**config.mk**
```make
export PLATFORM = sky130hd
export DESIGN_NAME = accumulator_serial
export DESIGN_NICKNAME = d
export VERILOG_FILES = /design/src/rtl/accumulator_serial.sv
export SDC_FILE = /design/constraint.sdc
export NUM_CORES = 1
export LEC_CHECK = 0
export BUFFER_PORTS_ARGS = -buffer_cell sky130_fd_sc_hd__buf_2
export CORE_UTILIZATION = 55
export DETAILED_ROUTE_END_ITERATION = 10
export PLACE_DENSITY = 0.81
export SYNTH_ARGS = -nofsm -noshare
export SYNTH_HDL_FRONTEND = slang
export SYNTH_SLANG_ARGS = --single-unit
```
**constraint.sdc**
```tcl
create_clock -name iCLK -period 3.9 [get_ports iCLK]
set_input_delay 1.17 -clock iCLK [delete_from_list [all_inputs] [get_ports iCLK]]
set_output_delay 1.17 -clock iCLK [all_outputs]
set_load 0.02 [all_outputs]
```
**src/rtl/accumulator_serial.sv**
```systemverilog
// accumulator_serial: serial multiply-accumulate collector, NP beats of NC signed terms in, one beat of NC sums out.
// Define ACCUMULATOR_SERIAL_BIAS_EN to seed each sample with iData_AM_Bias on its first beat.
module accumulator_serial #(
  parameter  int NP = 4,
  parameter  int NC = 4,
  parameter  int WV = 4,
  localparam int WA = $clog2(NP) + 1 + WV,
  localparam int CW = $clog2(NP) + 1
) (
  input  logic             iCLK,
  input  logic             iRST_N,
  input  logic             iValid_AM_Prod,
  output logic             oReady_AM_Prod,
  input  logic [NC*WV-1:0] iData_AM_Prod,
  input  logic [NC*WV-1:0] iData_AM_Bias,
  output logic             oValid_BM_Accum,
  input  logic             iReady_BM_Accum,
  output logic [NC*WA-1:0] oData_BM_Accum,
  output logic [CW-1:0]    oCount
);
  logic [NC-1:0][WA-1:0] acc_q, acc_d, sum;
  logic [NC*WA-1:0]      data_q, data_d;
  logic [CW-1:0]         cnt_q, cnt_d;
  logic                  valid_q, valid_d;
  logic                  last, in_fire;
  function automatic logic [WA-1:0] ext(input logic [WV-1:0] v);
    return {{(WA-WV){v[WV-1]}}, v};
  endfunction
  assign last           = cnt_q == CW'(NP - 1);
  // only the last beat can be blocked, and only by a result still waiting downstream
  assign oReady_AM_Prod = !last || !valid_q || iReady_BM_Accum;
  assign in_fire        = iValid_AM_Prod && oReady_AM_Prod;
  always_comb begin
    for (int c = 0; c < NC; c++) begin
`ifdef ACCUMULATOR_SERIAL_BIAS_EN
      sum[c] = (cnt_q == '0 ? ext(iData_AM_Bias[c*WV +: WV]) : acc_q[c]) + ext(iData_AM_Prod[c*WV +: WV]);
`else
      sum[c] = (cnt_q == '0 ? {WA{1'b0}} : acc_q[c]) + ext(iData_AM_Prod[c*WV +: WV]);
`endif
    end
  end
`ifndef ACCUMULATOR_SERIAL_BIAS_EN
  logic unused_bias;
  assign unused_bias = ^iData_AM_Bias;
`endif
  always_comb begin
    acc_d   = (in_fire && !last) ? sum : acc_q;
    cnt_d   = in_fire ? (last ? '0 : cnt_q + 1'b1) : cnt_q;
    data_d  = (in_fire && last) ? sum : data_q;
    valid_d = (in_fire && last) || (valid_q && !iReady_BM_Accum);
  end
  always_ff @(posedge iCLK or negedge iRST_N) begin
    if (!iRST_N) begin
      acc_q   <= '0;
      cnt_q   <= '0;
      data_q  <= '0;
      valid_q <= 1'b0;
    end else begin
      acc_q   <= acc_d;
      cnt_q   <= cnt_d;
      data_q  <= data_d;
      valid_q <= valid_d;
    end
  end
  assign oValid_BM_Accum = valid_q;
  assign oData_BM_Accum  = data_q;
  assign oCount          = cnt_q;
endmodule

```
Word-level counts from Yosys, hierarchy flattened:

Index checks and enable logic that the tools add are counted.
Widths: inputs -> output; s select.

* flip-flop bits (word level): 60
* input port bits: 36

* add/subtract/negate cells: 5
* equality and inequality tests: 1
* multiplexer cells: 5
* reduce and logical (&&, ||, !) cells: 11

Operators with widths (number)
* $add 7x7->7: 4
* $mux 7: 4
* $logic_and 1x1->1: 4
* $add 3x1->3 const B: 1
* $eq 3x2->1 const B: 1
* $logic_not 1->1: 3
* $logic_not 3->1: 1
* $logic_or 1x1->1: 3
* $mux 3: 1

Logic depth before layout (Yosys ltp):

Gate-level depths: netlist of run 1.

* depth in word-level cells: 7
* depth in mapped cells: 12
* gate-level depth less buffers: 11

Least setup slack after synthesis of run 1:

No wires, ideal clock.

* path type: input to register
* start point: in iData_AM_Prod[12]
* end point: reg acc_q[27] (netlist name)
* library setup time: 0.125 ns
* arrival: 2.852 ns
* data required time: 3.775 ns
* slack: 0.923 ns
* stages: 6
* path through: ha_1 fa_1 a21o_1 a221o_1 xnor3_1 mux2_2

* word-level cells in the longest chain between the ends: 1

RTL lines
* from (decl): RTL line 14 `input logic [NC*WV-1:0] iData_AM_Prod,`
* $add 7x7->7: RTL line 38 `sum[c] = (cnt_q == '0 ? {WA{1'b0}} : acc_q[c]) + ext(iData_AM_Prod[c*WV +: WV]);`
* to (signal assigned): RTL line 54 `acc_q <= '0;`
* to (signal assigned): RTL line 59 `acc_q <= acc_d;`
* to (decl): RTL line 21 `logic [NC-1:0][WA-1:0] acc_q, acc_d, sum;`

No other way between the ends.
A chain may end at the register's enable or synchronous reset.

Worst setup path after layout of run 1:

* start point: reg cnt_q[0], in the netlist oCount[0]
* end point: reg data_q[27], in the netlist oData_BM_Accum[27]

* word-level cells in the longest chain between the ends: 6
* elaborated cells on any way between the ends: 9

RTL lines
* from (decl): RTL line 23 `logic [CW-1:0] cnt_q, cnt_d;`
* from (signal assigned): RTL line 60 `cnt_q <= cnt_d;`
* parallel branches: the longest is 6 deep, another holds $add 7x7->7
* to (signal assigned): RTL line 61 `data_q <= data_d;`
* to (decl): RTL line 22 `logic [NC*WA-1:0] data_q, data_d;`

Several ways; the timed one is not identified.

==> run_results.csv, run 1 <==
group,metric,value,unit
critical_path,crit_type,"register to register",
grt,antenna_found_initial,0,
worst_hold_path,hp-class,"register to register",
synth,postSynthAreaPerCell,9.77,sq um
sta,finalClockSkew,0.00494,ns
clocking,cts_buffers,9,
sta,period_needed,3.08,ns
place,io_buffers,52,
job,max_cap_violations,0,
place,placed_area,3810,sq um
critical_path,arrival,3.31,ns
cells_and_area,postLayoutCellArea,3990,sq um
clocking,cts_resized,0,
die,die_h,81.2,um
power_and_ir_drop,p_int,1.92,mW
synth,synth_area_leaders,"dfrtp_1 (44%), ha_1 (9.4%), nand2_1 (7.7%)",
detailed_routing,drt_first_pass_iters,4,
grt,gr-usage-met1,0.290,
grt,grt_pass1_wl,12000,um
place,place_ws,0.741,ns
power_and_ir_drop,clock_power_share,0.158,
die,die_w,81.2,um
clocking,post-cts-setup-buffer-count,0,
cells_and_area,final_common_cell,"nand2_1",
sta,fmax,0.324,GHz
critical_path,path_max_fanout,14,
synth,ys_types,35,
detailed_routing,wirelength,7050,um
detailed_routing,wl_per_cell,14.4,um
sta,tns,0,ns
synth,syn_area,3450,sq um
place,hpwl,5010,um
die,coreArea,5990,sq um
sta,rsz0062_at_grt,"no",
grt,met2_usage,0.432,
detailed_routing,drc,0,
synth,synth_largest_area_cell,"dfrtp_1",
grt,grt_use_met3,0.0416,
power_and_ir_drop,p_per_area,827,nW/um^2
clocking,clockRootBuffer,"clkbuf_8",
clocking,htreeDepth,3,
sta,holdWs,0.470,ns
cells_and_area,mostFrequentLayoutCells,"nand2_1 (71), dfrtp_1 (60), buf_2 (52)",
sta,relSlewSlack,0.523,
power_and_ir_drop,p_sw_frac,0.417,
clocking,cts.clk_slew.worst_paths,0.07,ns
power_and_ir_drop,seqPwrFrac,0.321,
power_and_ir_drop,vdd_ir_drop_max,0.446,mV
grt,overflow,0,
critical_path,start_kind,"register",
die,io_pins,69,
sta,finalHoldViolations,0,
detailed_routing,vias,2733,
run_status,status,"finished clean",
grt,grt_max_degree,41,
clocking,postCtsHoldBufs,0,
critical_path,critical_path_required,4.13,ns
cells_and_area,syn2layout_area_growth,15.6,%
synth,syn_inst,353,
synth,synth.ff_latch_count,60,
clocking,clk_path_buf_depth,2,
grt,busiest_layer,"met2",
power_and_ir_drop,combPwrFrac,0.521,
power_and_ir_drop,p_sw,1.37,mW
detailed_routing,ant_nets,0,
place,gp_congestion,0.865,
detailed_routing,avgViaCountPerCell,5.58,
synth,synth_fp_nets,419,
cells_and_area,nNetsFinal,476,
critical_path,end_kind,"register",
grt,grt_pass1_vias,2694,
die,initial_core_util,0.576,
detailed_routing,first_iter_violations,122,
sta,fin_crit_sh,0.790,
synth,yosys.area.top_type_share,0.435,
clocking,cts_tree,"yes",
grt,track_usage,0.246,
synth,ys.warnings.count,0,
sta,tightest_slew,0.715,ns
clocking,clk_latency,0.34,ns
power_and_ir_drop,total_power,3.30,mW
die,fp-row-count,28,
cells_and_area,layout-drive-gt1-share,0.212,
sta,setup_viol,0,
sta,layout_setup_ws,0.817,ns
synth,yosysSeqAreaShare,0.435,
power_and_ir_drop,leakage,2.05,nW
sta,maxSlewViolCount,0,
cells_and_area,diodes,0,
clocking,clock-sinks,60,
die,die-area,6590,sq um
## per-layer routing
layer / up-vias / routed length, um
li1: 1363 / -
met1: 1313 / 3130
met2: 43 / 3540
met3: 14 / 223
met4: 0 / 144
met5: - / 0
## power groups by stage
| stage | Sequential [mW] | Clock [mW] | Combinational [mW] |
|---|---|---|---|
| after global routing | 1.10 | 0.557 | 1.94 |
| after CTS | 1.06 | 0.530 | 1.73 |
| after floorplan | 1.22 | 0 | 1.12 |
| after global placement | 1.05 | 0 | 1.66 |
| final | 1.06 | 0.521 | 1.72 |
| after detailed placement | 1.07 | 0 | 1.72 |
## synth_stat cells (all sizes together)
cell type,number
nand4,12
a22oi,3
and2,21
o2111ai,3
a21o,13
a22o,1
mux2,12
dfrtp,60
buf,4
xor2,3
and3,2
fa,4
nor3,3
a221o,1
and4,3
xnor2,6
nand3,9
nand2b,3
nor2b,7
nand2,71
o21a,6
ha,26
or3,3
inv,14
o31ai,12
o21ai,18
a21bo,1
a21oi,12
a211o,8
a21boi,1
clkbuf,10
xnor3,1
## critical path: stages (launching register included)
cell and delay [ns]:
dfrtp_1 0.42, inv_1 0.08, ha_1 0.16, nand2b_1 0.28, and2_1 0.28, ha_1 0.20, fa_1 0.41, a21o_1 0.19
a221o_1 0.33, xnor3_1 0.34, mux2_2 0.28
## metrics by stage
| step | utilization | instances |
|---|---|---|
| after floorplan | - | 353 |
| after global placement | 0.635 | 474 |
| after detailed placement | 0.635 | 474 |
| after CTS | 0.666 | 490 |
| after global routing | 0.666 | 490 |
| final | 0.666 | 490 |
## layout make-up
class | instances | area, sq um
Fill cell | 477 | 2000
Inverter | 14 | 52.6
Sequential cell | 60 | 1500
Clock inverter | 1 | 5.00
Tap cell | 75 | 93.8
Clock buffer | 15 | 176
Multi-Input combinational cell | 265 | 1840
Timing Repair Buffer | 60 | 320
## logic make-up after synthesis
logic type,after synthesis,synth area share
multiplexers,12,0.0392
flip-flops,60,0.435
AO/OA/AOI/OAI,79,0.157
buffers and inverters,28,0.0319
XOR/XNOR,10,0.0294
AND/OR/NAND/NOR,134,0.190
adder cells (fa/ha/maj),30,0.118
## path summary, 6_finish.rpt
kind / startpoint / end / slack, ns / depth (start not counted)
max: oCount[0] / oData_BM_Accum[27] / 0.82 / 10
min: oData_BM_Accum[14] / oData_BM_Accum[14] / 0.47 / 2
max reg2reg: oCount[0] / oData_BM_Accum[27] / 0.82 / 10
min reg2reg: oData_BM_Accum[14] / oData_BM_Accum[14] / 0.47 / 2
max in group asynchronous: iRST_N / oData_BM_Accum[1] / 2.44 / 2
min in group asynchronous: iRST_N / oData_BM_Accum[11] / 0.78 / 1
## flip-flops by register name, indices dropped and copies added, names as in the netlist
register and flops:
acc_q 28, oData_BM_Accum 28, oCount 3, oValid_BM_Accum 1
Power figures use the tool's default switching activity.
==> run 2, diff against run 1 <==
- clock period: 3.9 -> 2.91 ns (I/O delays scaled with it)
==> run 2 against run 1 <==
Net effect:
- cell area grew 0.63%
- non-clock buffer count grew 1
- clock skew barely moved
- clock-buffer cell count did not move
- largest cell class unchanged
==> run_results.csv, run 2 (synthesized netlist as in run 1, its figures left out) <==
group,metric,value,unit
run_status,status,"finished clean",
job,max_cap_violations,0,
clocking,postCtsHoldBufs,0,
detailed_routing,first_iter_violations,137,
detailed_routing,wirelength,7200,um
power_and_ir_drop,p_sw_frac,0.416,
die,die_w,81.2,um
power_and_ir_drop,seqPwrFrac,0.317,
grt,grt_max_degree,35,
power_and_ir_drop,leakage,2.06,nW
critical_path,r2r_cells,10,
power_and_ir_drop,combPwrFrac,0.526,
sta,layout_setup_ws,0.120,ns
critical_path,path_max_fanout,12,
power_and_ir_drop,p_sw,1.85,mW
clocking,clk_path_buf_depth,2,
sta,relSlewSlack,0.610,
critical_path,cp-startpoint,"oCount[1]",
critical_path,regToRegStartpoint,"oCount[1]",
clocking,cts_tree,"yes",
power_and_ir_drop,p_per_area,1110,nW/um^2
die,initial_core_util,0.576,
cells_and_area,final_core_util,0.670,
cells_and_area,final_common_cell,"nand2_1",
cells_and_area,diodes,0,
critical_path,critical_path_required,3.14,ns
clocking,post-cts-setup-buffer-count,0,
critical_path,crit_type,"register to register",
sta,finalHoldViolations,0,
cells_and_area,nNetsFinal,477,
cells_and_area,fillers,486,
clocking,clk_latency,0.34,ns
critical_path,arrival,3.01,ns
cells_and_area,mostFrequentLayoutCells,"nand2_1 (71), dfrtp_1 (58), buf_2 (52)",
sta,fin_crit_sh,0.959,
clocking,htreeDepth,3,
clocking,cts.clk_slew.worst_paths,0.07,ns
detailed_routing,avgViaCountPerCell,5.69,
die,fp-row-count,28,
grt,grt_pass1_vias,2770,
grt,overflow,0,
sta,finalClockSkew,0.00492,ns
power_and_ir_drop,total_power,4.45,mW
power_and_ir_drop,clock_power_share,0.157,
sta,tns,0,ns
cells_and_area,postLayoutCellArea,4010,sq um
power_and_ir_drop,p_int,2.60,mW
worst_hold_path,hp-class,"input pin to asynchronous set/reset pin",
die,die-area,6590,sq um
grt,antenna_found_initial,0,
die,io_pins,69,
sta,maxSlewViolCount,0,
detailed_routing,vias,2795,
clocking,clock-sinks,60,
place,placed_area,3830,sq um
sta,tightest_slew,0.586,ns
place,io_buffers,52,
detailed_routing,drt_first_pass_iters,4,
critical_path,rr_endpoint,"oData_BM_Accum[27]",
cells_and_area,multi_input_area,1840,sq um
die,coreArea,5990,sq um
critical_path,ff2ff_setup_slack,0.12,ns
grt,track_usage,0.246,
sta,fmax,0.358,GHz
detailed_routing,ant_nets,0,
critical_path,start_kind,"register",
detailed_routing,wl_per_cell,14.7,um
grt,grt_pass1_wl,12000,um
sta,setup_viol,0,
critical_path,end_kind,"register",
clocking,clockRootBuffer,"clkbuf_8",
place,dp_cells,475,
detailed_routing,drc,0,
cells_and_area,regArea,1500,sq um
power_and_ir_drop,vdd_ir_drop_max,0.565,mV
cells_and_area,layout.cells.non_filler,491,
cells_and_area,layout-drive-gt1-share,0.221,
sta,holdWs,0.434,ns
sta,period_needed,2.79,ns
die,die_h,81.2,um
cells_and_area,syn2layout_area_growth,16.3,%
sta,rsz0062_at_grt,"no",
place,place_ws,0.0260,ns
place,gp_congestion,0.909,
place,hpwl,5100,um
clocking,cts_buffers,9,
==> run 2: how the worst max path moves through the flow <==
stage,endpoint,slack [ns],cells after the start
2_1_floorplan,acc_q[27],0.02,11
3_5_place_dp,oData_BM_Accum[27],0.03,7
3_3_place_gp,oData_BM_Accum[27],0.07,7
5_1_grt,oData_BM_Accum[27],0.0002,10
4_1_cts,oData_BM_Accum[27],0.06,10
6_report,oData_BM_Accum[27],0.12,10
==> run 2: final cells by class <==
type / count / area share
Multi-Input combinational cell: 265 / 0.459
Sequential cell: 60 / 0.375
Timing Repair Buffer: 61 / 0.0848
Clock buffer: 15 / 0.0440
Tap cell: 75 / 0.0234
Inverter: 14 / 0.0131
Clock inverter: 1 / 0.00125
==> run 2: power groups by stage <==
stage / clock (mW) / sequential [mW] / combinational [mW]
6_report: 0.698 / 1.41 / 2.34
5_1_grt: 0.747 / 1.47 / 2.62
4_1_cts: 0.716 / 1.42 / 2.35
3_5_place_dp: 0 / 1.43 / 2.33
3_3_place_gp: 0 / 1.42 / 2.24
2_1_floorplan: 0 / 1.64 / 1.50
==> run 2: metal layers <==
layer  GRT usage  vias up  wire (um)
met3      0.0404       20        253
met5           0        -          0
met2       0.423       60       3530
li1            -     1363          -
met4       0.136        0        157
met1       0.294     1352       3260
==> run 2: worst max-delay path, cell delays in order, from the launching register on <==
cell and delay (ns):
dfrtp_2 0.43, inv_1 0.07, ha_1 0.15, nand2b_1 0.10
buf_4 0.20, and2_1 0.20, fa_2 0.37, a21o_1 0.18
a221o_1 0.34, xnor3_1 0.35, mux2_2 0.28
==> run 2: what timing repair did <==
| action | in CTS | in global routing |
|---|---|---|
| gates resized for setup | 0 | 1 |
| setup endpoints to repair | 0 | 2 |
| hold endpoints to repair | 0 | 0 |
